===== src/rtl/mnacidpro_valve_sequencer_if.sv =====
// Control/status bundle between the run controller and the valve sequencer.
// The sequencer side is the slave; whoever issues start/abort is the master.
interface mnacidpro_valve_sequencer_if;
  logic        start;
  logic        abort;
  logic [10:0] valve_ctrl;
  logic [2:0]  pump;
  logic [10:0] valve_flush;
  logic [2:0]  pump_flush;
  logic [2:0]  step;
  logic        busy;
  logic        done;

  modport master (
    output start, abort,
    input  valve_ctrl, pump, valve_flush, pump_flush, step, busy, done
  );

  modport slave (
    input  start, abort,
    output valve_ctrl, pump, valve_flush, pump_flush, step, busy, done
  );
endinterface


===== src/rtl/mnacidpro_valve_sequencer.sv =====
// Valve/pump sequencer for the mnacidpro purification chip: one fixed protocol per start
// (bead load, lysis, wash, elute, collect, flush). Ctrl lines: 1 = pressurised = closed.
module mnacidpro_valve_sequencer #(
  parameter int PUMP_DIV      = 4,
  parameter int STROKES_LOAD  = 8,
  parameter int STROKES_WASH  = 4,
  parameter int STROKES_ELUTE = 4,
  parameter int FLUSH_CYCLES  = 16,
  parameter int CNT_W         = 16
) (
  input logic                        clk,
  input logic                        rst,
  mnacidpro_valve_sequencer_if.slave bus
);

  typedef enum logic [2:0] {
    IDLE    = 3'd0,
    BEAD    = 3'd1,
    LYSIS   = 3'd2,
    WASH    = 3'd3,
    ELUTE   = 3'd4,
    COLLECT = 3'd5,
    FLUSH   = 3'd6
  } state_t;

  state_t           st, st_n;
  logic [CNT_W-1:0] div_q, div_n;   // cycles within the current pump phase
  logic [CNT_W-1:0] cnt_q, cnt_n;   // strokes in pumped states, cycles in FLUSH
  logic [2:0]       ph_q, ph_n;
  logic             done_n;

  function automatic logic [CNT_W-1:0] last_stroke(state_t s);
    case (s)
      BEAD, LYSIS: last_stroke = CNT_W'(STROKES_LOAD - 1);
      WASH:        last_stroke = CNT_W'(STROKES_WASH - 1);
      default:     last_stroke = CNT_W'(STROKES_ELUTE - 1);
    endcase
  endfunction

  function automatic state_t next_of(state_t s);
    case (s)
      BEAD:    next_of = LYSIS;
      LYSIS:   next_of = WASH;
      WASH:    next_of = ELUTE;
      ELUTE:   next_of = COLLECT;
      COLLECT: next_of = FLUSH;
      default: next_of = IDLE;
    endcase
  endfunction

  function automatic logic [10:0] valve_of(state_t s);
    case (s)
      BEAD:    valve_of = 11'h51F;
      LYSIS:   valve_of = 11'h5AE;
      WASH:    valve_of = 11'h5AD;
      ELUTE:   valve_of = 11'h6E3;  // recirculation loop through dead_end/loop_exit
      COLLECT: valve_of = 11'h1EB;
      default: valve_of = 11'h7FF;
    endcase
  endfunction

  function automatic logic [2:0] pump_of(logic [2:0] p);
    case (p)
      3'd0:    pump_of = 3'b011;
      3'd1:    pump_of = 3'b001;
      3'd2:    pump_of = 3'b101;
      3'd3:    pump_of = 3'b100;
      3'd4:    pump_of = 3'b110;
      default: pump_of = 3'b010;
    endcase
  endfunction

  always_comb begin
    st_n   = st;
    div_n  = div_q;
    ph_n   = ph_q;
    cnt_n  = cnt_q;
    done_n = 1'b0;
    case (st)
      IDLE: begin
        if (bus.start) begin
          st_n  = BEAD;
          div_n = '0;
          ph_n  = '0;
          cnt_n = '0;
        end
      end
      FLUSH: begin
        if (cnt_q == CNT_W'(FLUSH_CYCLES - 1)) begin
          st_n   = IDLE;
          cnt_n  = '0;
          done_n = 1'b1;
        end else begin
          cnt_n = cnt_q + 1'b1;
        end
      end
      default: begin
        // A state ends on the last divider tick of the last phase of its last stroke.
        if (div_q == CNT_W'(PUMP_DIV - 1)) begin
          div_n = '0;
          if (ph_q == 3'd5) begin
            ph_n = '0;
            if (cnt_q == last_stroke(st)) begin
              st_n  = next_of(st);
              cnt_n = '0;
            end else begin
              cnt_n = cnt_q + 1'b1;
            end
          end else begin
            ph_n = ph_q + 1'b1;
          end
        end else begin
          div_n = div_q + 1'b1;
        end
      end
    endcase
    if (bus.abort && st != IDLE) begin
      st_n   = IDLE;
      div_n  = '0;
      ph_n   = '0;
      cnt_n  = '0;
      done_n = 1'b0;
    end
  end

  // Outputs are decoded from the next state so they move on the same edge as st.
  always_ff @(posedge clk) begin
    if (rst) begin
      st              <= IDLE;
      div_q           <= '0;
      ph_q            <= '0;
      cnt_q           <= '0;
      bus.valve_ctrl  <= 11'h7FF;
      bus.pump        <= 3'b111;
      bus.valve_flush <= '0;
      bus.pump_flush  <= '0;
      bus.step        <= IDLE;
      bus.busy        <= 1'b0;
      bus.done        <= 1'b0;
    end else begin
      st              <= st_n;
      div_q           <= div_n;
      ph_q            <= ph_n;
      cnt_q           <= cnt_n;
      bus.valve_ctrl  <= valve_of(st_n);
      bus.pump        <= (st_n == IDLE || st_n == FLUSH) ? 3'b111 : pump_of(ph_n);
      bus.valve_flush <= (st_n == FLUSH) ? 11'h7FF : 11'h000;
      bus.pump_flush  <= (st_n == FLUSH) ? 3'b111 : 3'b000;
      bus.step        <= st_n;
      bus.busy        <= (st_n != IDLE);
      bus.done        <= done_n;
    end
  end

endmodule

===== src/flat_wrapper.sv =====
// flat-port wrapper written by rule: the top's interface ports become plain ports
module mnacidpro_valve_sequencer_flat 
#(
  parameter int PUMP_DIV      = 4,
  parameter int STROKES_LOAD  = 8,
  parameter int STROKES_WASH  = 4,
  parameter int STROKES_ELUTE = 4,
  parameter int FLUSH_CYCLES  = 16,
  parameter int CNT_W         = 16
)
  (clk, rst, bus_start, bus_abort, bus_valve_ctrl, bus_pump, bus_valve_flush, bus_pump_flush, bus_step, bus_busy, bus_done);
  mnacidpro_valve_sequencer_if bus_i ();
  input logic clk;
  input logic rst;
  input wire logic [$bits(bus_i.start)-1:0] bus_start;
  input wire logic [$bits(bus_i.abort)-1:0] bus_abort;
  output wire logic [$bits(bus_i.valve_ctrl)-1:0] bus_valve_ctrl;
  output wire logic [$bits(bus_i.pump)-1:0] bus_pump;
  output wire logic [$bits(bus_i.valve_flush)-1:0] bus_valve_flush;
  output wire logic [$bits(bus_i.pump_flush)-1:0] bus_pump_flush;
  output wire logic [$bits(bus_i.step)-1:0] bus_step;
  output wire logic [$bits(bus_i.busy)-1:0] bus_busy;
  output wire logic [$bits(bus_i.done)-1:0] bus_done;
  assign bus_i.start = bus_start;
  assign bus_i.abort = bus_abort;
  assign bus_valve_ctrl = bus_i.valve_ctrl;
  assign bus_pump = bus_i.pump;
  assign bus_valve_flush = bus_i.valve_flush;
  assign bus_pump_flush = bus_i.pump_flush;
  assign bus_step = bus_i.step;
  assign bus_busy = bus_i.busy;
  assign bus_done = bus_i.done;
  mnacidpro_valve_sequencer #(.PUMP_DIV(PUMP_DIV), .STROKES_LOAD(STROKES_LOAD), .STROKES_WASH(STROKES_WASH), .STROKES_ELUTE(STROKES_ELUTE), .FLUSH_CYCLES(FLUSH_CYCLES), .CNT_W(CNT_W)) u_core (.clk(clk), .rst(rst), .bus(bus_i));
endmodule

===== config.mk =====
export PLATFORM = sky130hd
export DESIGN_NAME = mnacidpro_valve_sequencer_flat
export DESIGN_NICKNAME = d
export VERILOG_FILES = /design/src/rtl/mnacidpro_valve_sequencer_if.sv /design/src/rtl/mnacidpro_valve_sequencer.sv /design/src/flat_wrapper.sv
export SDC_FILE = /design/constraint.sdc
export NUM_CORES = 1
export LEC_CHECK = 0
export BUFFER_PORTS_ARGS = -buffer_cell sky130_fd_sc_hd__buf_2
export CORE_ASPECT_RATIO = 1.5
export CORE_MARGIN = 1
export CORE_UTILIZATION = 62
export CTS_CLUSTER_DIAMETER = 150
export DETAILED_ROUTE_END_ITERATION = 10
export GPL_ROUTABILITY_DRIVEN = 0
export PLACE_DENSITY = 0.84
export REMOVE_ABC_BUFFERS = 1
export SLEW_MARGIN = 0
export SYNTH_ARGS = -nofsm -noshare
export SYNTH_HDL_FRONTEND = slang
export SYNTH_SLANG_ARGS = --single-unit
export TNS_END_PERCENT = 30

===== constraint.sdc =====
create_clock -name clk -period 8.6 [get_ports clk]
set_input_delay 1.29 -clock clk [delete_from_list [all_inputs] [get_ports clk]]
set_output_delay 1.29 -clock clk [all_outputs]
set_load 0.02 [all_outputs]

Word level (Yosys, flattened, before mapping) --
Cells that the tools add are included. Widths: inputs -> output; s select.
Storage, ports and cells: register bits after elaboration 68, output and inout port bits 33, logic and storage cells 81, bits of input ports 4
Cells by class: equal/unequal tests 21, reduce and logical (&&, ||, !) cells 16, add/subtract/negate cells 3, muxes and demuxes 30, bitwise logic cells 1
Operators with widths (count):
- $mux 16 | 9
- $pmux 16 s2 | 2
- $pmux 11 s5 | 1
- $mux 3 | 12
- $add 16x1->16 const B | 2
- $pmux 3 s5 | 2
- $eq 3x3->1 const B | 8
- $eq 3x2->1 const B | 6
- $eq 16x16->1 | 1
- $eq 16x2->1 const B | 1
- $eq 16x4->1 const B | 1
- $pmux 3 s2 | 2
- $reduce_bool 3->1 | 4
- $mux 11 | 1
- $eq 3x1->1 const B | 3
- $logic_not 3->1 | 3
- $reduce_or 2->1 | 4
- $add 3x1->3 const B | 1
- $reduce_and 3->1 | 1
- $reduce_or 3->1 | 1
- $ne 2x2->1 const B | 1
- $reduce_and 2->1 | 1
- $logic_and 1x1->1 | 1
- $logic_or 1x1->1 | 1
- other kinds (2) | 2

Logic depth before layout (Yosys ltp) --
Gate-level depths: netlist of run 1.
word-level depth 15, gate-level depth with buffers 9

Worst setup path before layout of run 1 --
No wires, ideal clock.
path kind input to register, start point in bus_start, end point reg u_core.bus.pump[0], arrival 2.717 ns, required time 8.473 ns, cell stages on the path 6, buffers on the path 0, setup slack 5.756 ns, path through nor4_1 -> a21o_1 -> and3_1 -> o31a_1 -> o21bai_1 -> or3b_1
Between the ends: word-level cells in the longest chain between the ends 6
RTL lines:
- from (decl) | RTL line flat_wrapper.sv:15 | input wire logic [$bits(bus_i.start)-1:0] bus_start;
- branches (longest 6 deep; another with $pmux 3 s5)
- to (signal assigned) | RTL line mnacidpro_valve_sequencer.sv:146 | bus.pump <= (st_n == IDLE || st_n == FLUSH) ? 3'b111 : pump_of(ph_n);
- to (decl) | RTL line mnacidpro_valve_sequencer_if.sv:21 | output valve_ctrl, pump, valve_flush, pump_flush, step, busy, done
Parallel ways; which one is timed is not known. A chain may end at the register's enable or synchronous reset.

Worst setup path in the final report of run 1 --
start point reg u_core.cnt_q[4], end point reg u_core.cnt_q[0]
Between the ends: word-level cells in the longest chain between the ends 5
RTL lines:
- from (decl) | RTL line mnacidpro_valve_sequencer.sv:28 | logic [CNT_W-1:0] cnt_q, cnt_n;
- from (signal assigned) | RTL line mnacidpro_valve_sequencer.sv:144 | cnt_q <= cnt_n;
- $eq 16x16->1 | RTL line mnacidpro_valve_sequencer.sv:103 | if (cnt_q == last_stroke(st)) begin
- $mux 16 | RTL line mnacidpro_valve_sequencer.sv:103
- $mux 16 | RTL line mnacidpro_valve_sequencer.sv:101 | if (ph_q == 3'd5) begin
- $mux 16 | RTL line mnacidpro_valve_sequencer.sv:99 | if (div_q == CNT_W'(PUMP_DIV - 1)) begin
- $pmux 16 s2 * | RTL line mnacidpro_valve_sequencer.sv:79 | case (st)
Mark *: on every way between the ends. The rest lies on a longest branch, timed or not. The select of a mux whose other input is x is not followed.

==> parameters.txt, run 1 <==
Parameter                              Value

Drt
  Vias per std cell    6.125
  Average wire per cell in the routed design    14.60 um
  Met3 Wirelength    175 um
  Highest Signal Layer    met4
  Via total after detailed routing    2695
  Number of detailed-route iterations in the first pass    4
  Residual antenna-violating net count after detailed routing    0
  Drt total wl    6423 um
  Iter 0 DRT Violations    169
  DRC violation count after routing    0
  Length of routed wiring on met1    2726 um
  Met2 wire length    3435 um

Synthesis
  Yosys top cell by area    dfxtp_1
  Netlist area before placement    2995 sq um
  Synth cell types    60
  Number of flops mapped to enable cells by yosys    0
  Fraction of the yosys area taken by sequential cells    35.42%
  Yosys top cell area share    35.42%
  Number of warnings printed during yosys synthesis    0
  Per-instance average area after synthesis    8.030 sq um
  Cells after Synth    373
  FFs w/ async S/R, synth    0%
  Leading post-synthesis cells by cell area    dfxtp_1 35%, nor3_1 6.7%, xnor2_1 5.0%, a21oi_1 3.8%, buf_4 3.8%
  Post-synthesis register bit count    53
  Top_reg_cell synth    dfxtp_1

Clocking
  Number of buffers created by CTS    5
  Hold_buf cts    0
  Number of buffers inserted to repair setup after CTS    0
  Insertion delay of the later-clocked pin in the worst-skew pair    0.30 ns
  Maximum count of clock buffers along a single path    2
  Number of sinks on the clock net    53
  Number of levels the H-tree was split into    2
  Clock transition time at the flip-flop clock pins of the worst setup and hold paths    0.10 ns
  Count of cells resized by post-cts repair    0
  CTS Root Buffer Type    clkbuf_8
  Clock tree from TritonCTS    done

STA
  RSZ-0062 raised after global routing    false
  Min setup slack post-route    5.661 ns
  Final Slew Violations    0
  Sum Neg Setup Slack    0 ns
  Setup violation total in the final timing report    0
  Setup clock skew after layout    0.01020 ns
  Hold Fails Final Rpt    0
  Slew at the pin closest to its max-slew limit    1.082 ns
  Hold slack final    0.5279 ns
  Top achievable clock speed    340.3 MHz
  Min cycle time layout    2.939 ns
  Relative slew slack    27.40%
  Final Cycle Share    34.17%

Global routing
  Total overflow reported by the global router    0
  Via count of the first global-routing pass    2354
  Maximum number of pins on one net before global-route repair    33
  Antenna violations before repair    0
  GRT Util Overall    25.97%
  Wire length of the first global-routing pass    10450 um

Floorplan
  Die height    87.13 um
  Die width    58.75 um
  IO Pins    37
  Total die area    5119 sq um
  Core footprint    4579 sq um
  Standard-cell row count    30
  Effective utilization at floorplan    65.41%

Placed design
  Count of port buffers added during placement    36
  # placed instances    432
  Post-place instance area    3047 sq um
  Detailed placement HPWL    4385 um
  Post-place setup slack    5.706 ns

Cells and area
  Area overhead of the layout relative to synthesis    5.430%
  Number of cells in the finished layout apart from fillers    440
  Net count, final    381
  Most common cell after layout, fill and taps aside    dfxtp_1
  Final core area utilization    68.96%
  Count of inserted antenna diode cells    0
  Area occupied by registers    1061 sq um
  Fraction of final layout cells sized beyond drive strength 1    15.43%
  Multi-input gate area    1688 sq um
  Fillers    409
  Final instance area    3158 sq um
  Most used cells in the layout excluding fill and tap cells    53 x dfxtp_1, 40 x nor3_1, 36 x buf_2, 27 x nor2_1, 23 x a21oi_1

Worst setup path
  Critical Path Sink Type    flip-flop
  Worst endpoint data arrival time    3.10 ns
  Setup CP Type    reg2reg
  Startpoint class of the critical path    flip-flop
  Highest net fanout along the worst path    16
  Crit path required time    8.76 ns

Flow run
  Max-capacitance violation count    0

Power and ir drop
  Total power of the final layout    458.3 uW
  Max rail drop VDD    0.1007 mV
  Pwr Density    145.1 nW/um^2
  Cell leakage power    1.109 nW

Run status
  Run status    finished clean

Hold path
  Hold WC Path Type    reg2reg
## worst max-delay path, stage by stage, from the launching register on
cell     delay (ns)
dfxtp_1        0.36
or4_1          0.58
or4_4          0.61
nor4_2         0.40
o21ai_1        0.15
a21oi_2        0.59
nor3_1         0.11
## synthesized netlist by cell type (all sizes together), types with 3 or more instances
cell    instances
a211oi          4
a21oi          24
a22oi           3
a311oi          3
a31oi           7
and2            3
and3            8
and4            3
buf            19
clkbuf         23
dfxtp          53
inv             8
nand2          21
nand3          13
nand4          11
nor2           27
nor2b           6
nor3           41
nor3b           3
nor4           10
nor4b           4
o211ai          4
o21ai          14
or2             3
or4             7
xnor2          17
## cell type report
cell class	instances	share of cell area, %
Multi-Input combinational cell	270	53.45
Sequential cell	53	33.60
Timing Repair Buffer	37	5.943
Tap cell	64	2.536
Clock buffer	6	2.298
Clock inverter	2	1.228
Inverter	8	0.9509
## cell families after synthesis
kind of cell | Yosys count | share of synthesized area (%)
buffers and inverters | 50 | 8.438
adders and majority gates | 2 | 0.8353
muxes | 3 | 1.044
xor gates and xnor gates | 18 | 5.263
and+or+nand+nor | 171 | 32.75
DFF | 53 | 35.42
AOI/OAI and AO/OA | 76 | 16.25
## report_power, final
part,switching (mW),internal (mW),total [mW]
Combinational,0.0280,0.0115,0.0394
Clock,0.0802,0.0874,0.168
Sequential,0.00300,0.248,0.251
Total,0.111,0.347,0.458
## routing by layer
| metal | vias up | track usage, % |
|---|---|---|
| met5 | - | 0 |
| met4 | 0 | 9.740 |
| met3 | 7 | 4.903 |
| met2 | 53 | 46.59 |
| met1 | 1276 | 29.73 |
| li1 | 1359 | - |
## worst paths after layout
check	start	endpoint	slack (ns)	cells after the start
max reg2reg	u_core.cnt_q[4]	u_core.cnt_q[0]	5.66	6
min	u_core.div_q[4]	u_core.div_q[4]	0.53	2
min reg2reg	u_core.div_q[4]	u_core.div_q[4]	0.53	2
max	u_core.cnt_q[4]	u_core.cnt_q[0]	5.66	6
## flip-flops by register name (all words and copies together) (netlist names)
register               flops
u_core.bus.step            3
u_core.ph_q                3
u_core.div_q              16
u_core.bus.pump            3
u_core.bus.valve_ctrl      9
u_core.cnt_q              16
u_core.bus.done            1
u_core.bus.busy            1
u_core.bus.pump_flush      1
(Power assumes the default switching activity.)
==> inputs of run 2 (changes only) <==
- CORE_UTILIZATION: 62 -> 58
- PLACE_DENSITY: 0.84 -> 0.8
- clock period: 8.6 -> 3 ns (I/O delays scaled with it)
==> parameters.txt, run 2 (synthesized netlist as in run 1, its figures left out) <==
Parameter                              Value

Global routing
  Wire length of the first global-routing pass    11160 um
  Via count of the first global-routing pass    2526
  Maximum number of pins on one net before global-route repair    33
  GRT Util Overall    25.73%
  Total overflow reported by the global router    0
  Antenna violations before repair    0

STA
  Sum Neg Setup Slack    0 ns
  Hold Fails Final Rpt    0
  Final Slew Violations    0
  Setup violation total in the final timing report    0
  Slew at the pin closest to its max-slew limit    1.123 ns
  Final Cycle Share    93.70%
  Min cycle time layout    2.811 ns
  RSZ-0062 raised after global routing    false
  Relative slew slack    25.11%
  Setup clock skew after layout    0.007054 ns
  Top achievable clock speed    355.7 MHz

Worst setup path
  Cell class contributing the biggest share of worst-path delay    simple AND/OR/NAND/NOR gates
  Setup CP Type    reg2reg
  Timing startpoint of the critical path    u_core.cnt_q[4]
  Cell Chain, Critical Path    or4_1 -> or4_4 -> nor4_4 -> mux2i_1 -> nand4_4 -> or3b_1
  Highest net fanout along the worst path    5
  Worst endpoint data arrival time    3.08 ns
  Critical Path Sink Type    flip-flop
  Critical register-to-register path startpoint    u_core.cnt_q[4]
  Number of buffer and inverter stages on the critical path    0
  Delay contributed by the slowest stage of the critical path    0.62 ns
  Startpoint class of the critical path    flip-flop
  Crit path required time    3.26 ns
  Cell with the largest stage delay on the worst path    or4_4

Drt
  Drt total wl    6742 um
  Via total after detailed routing    2754
  DRC violation count after routing    0
  Vias per std cell    6.120
  Residual antenna-violating net count after detailed routing    0
  Average wire per cell in the routed design    14.98 um
  Iter 0 DRT Violations    158
  Number of detailed-route iterations in the first pass    5

Clocking
  Number of levels the H-tree was split into    2
  Number of buffers inserted to repair setup after CTS    0
  Hold_buf cts    0
  Insertion delay of the later-clocked pin in the worst-skew pair    0.31 ns
  Clock tree from TritonCTS    done
  Count of cells resized by post-cts repair    0
  CTS Root Buffer Type    clkbuf_8
  Clock transition time at the flip-flop clock pins of the worst setup and hold paths    0.10 ns
  Number of buffers created by CTS    5
  Number of sinks on the clock net    53
  Maximum count of clock buffers along a single path    2

Cells and area
  Most common cell after layout, fill and taps aside    dfxtp_1
  Fraction of final layout cells sized beyond drive strength 1    17.45%
  Area overhead of the layout relative to synthesis    7.811%
  Net count, final    389
  Most used cells in the layout excluding fill and tap cells    53 x dfxtp_1, 40 x nor3_1, 36 x buf_2, 27 x nor2_1, 23 x a21oi_1
  Number of cells in the finished layout apart from fillers    450
  Regs by FF count    u_core.cnt_q: 16 flops, u_core.div_q: 16 flops, u_core.bus.valve_ctrl: 9 flops
  Count of inserted antenna diode cells    0

Floorplan
  Standard-cell row count    31
  Die width    60.68 um
  Core footprint    4887 sq um
  Die height    90.02 um
  Total die area    5462 sq um
  Effective utilization at floorplan    61.29%
  IO Pins    37

Placed design
  Detailed placement HPWL    4705 um
  Count of port buffers added during placement    36
  # placed instances    442

Power and ir drop
  Max rail drop VDD    0.3443 mV
  Total power of the final layout    1.346 mW
  Cell leakage power    1.153 nW
  Pwr Density    416.9 nW/um^2

Hold path
  Worst min-delay path startpoint    rst
  Hold WC Path Type    in2reg

Flow run
  Max-capacitance violation count    0

Run status
  Run status    finished clean
==> run 2: worst paths after layout <==
kind | slack [ns] | endpoint | cells past startpoint
min | 0.47 | u_core.ph_q[1] | 2
max reg2reg | 0.19 | u_core.bus.pump[0] | 6
max | 0.19 | u_core.bus.pump[0] | 6
min reg2reg | 0.52 | u_core.div_q[15] | 2
==> run 2: power breakdown <==
part           internal [mW]  switching [mW]
Combinational         0.0376          0.0829
Clock                  0.271           0.236
Sequential             0.711         0.00694
==> run 2: final cells by class <==
| cell class | count | area, sq um |
|---|---|---|
| Clock buffer | 6 | 82.58 |
| Inverter | 8 | 30.03 |
| Timing Repair Buffer | 45 | 247.7 |
| Tap cell | 66 | 82.58 |
| Fill cell | 435 | 1658 |
| Sequential cell | 53 | 1061 |
| Clock inverter | 2 | 37.54 |
| Multi-Input combinational cell | 270 | 1688 |
==> run 2: layer usage <==
layer | GRT usage [%] | up-vias | wire length [um]
li1 | - | 1370 | -
met1 | 29.78 | 1274 | 2877
met2 | 45.79 | 96 | 3457
met3 | 3.597 | 14 | 268
met4 | 9.280 | 0 | 138
met5 | 0 | - | 0
==> run 2: per-stage QoR <==
step | cell area [sq um] | setup slack, ns | util (%) | hold slack, ns
6_report | 3229 | 0.1889 | 66.08 | 0.4739
3_3_place_gp | 3109 | 0.2503 | 63.62 | 0.4994
4_1_cts | 3229 | 0.1970 | 66.08 | 0.4712
2_1_floorplan | 2773 | 0.1431 | - | 0.4712
5_1_grt | 3229 | 0.07966 | 66.08 | 0.4886
3_5_place_dp | 3109 | 0.2080 | 63.62 | 0.5117
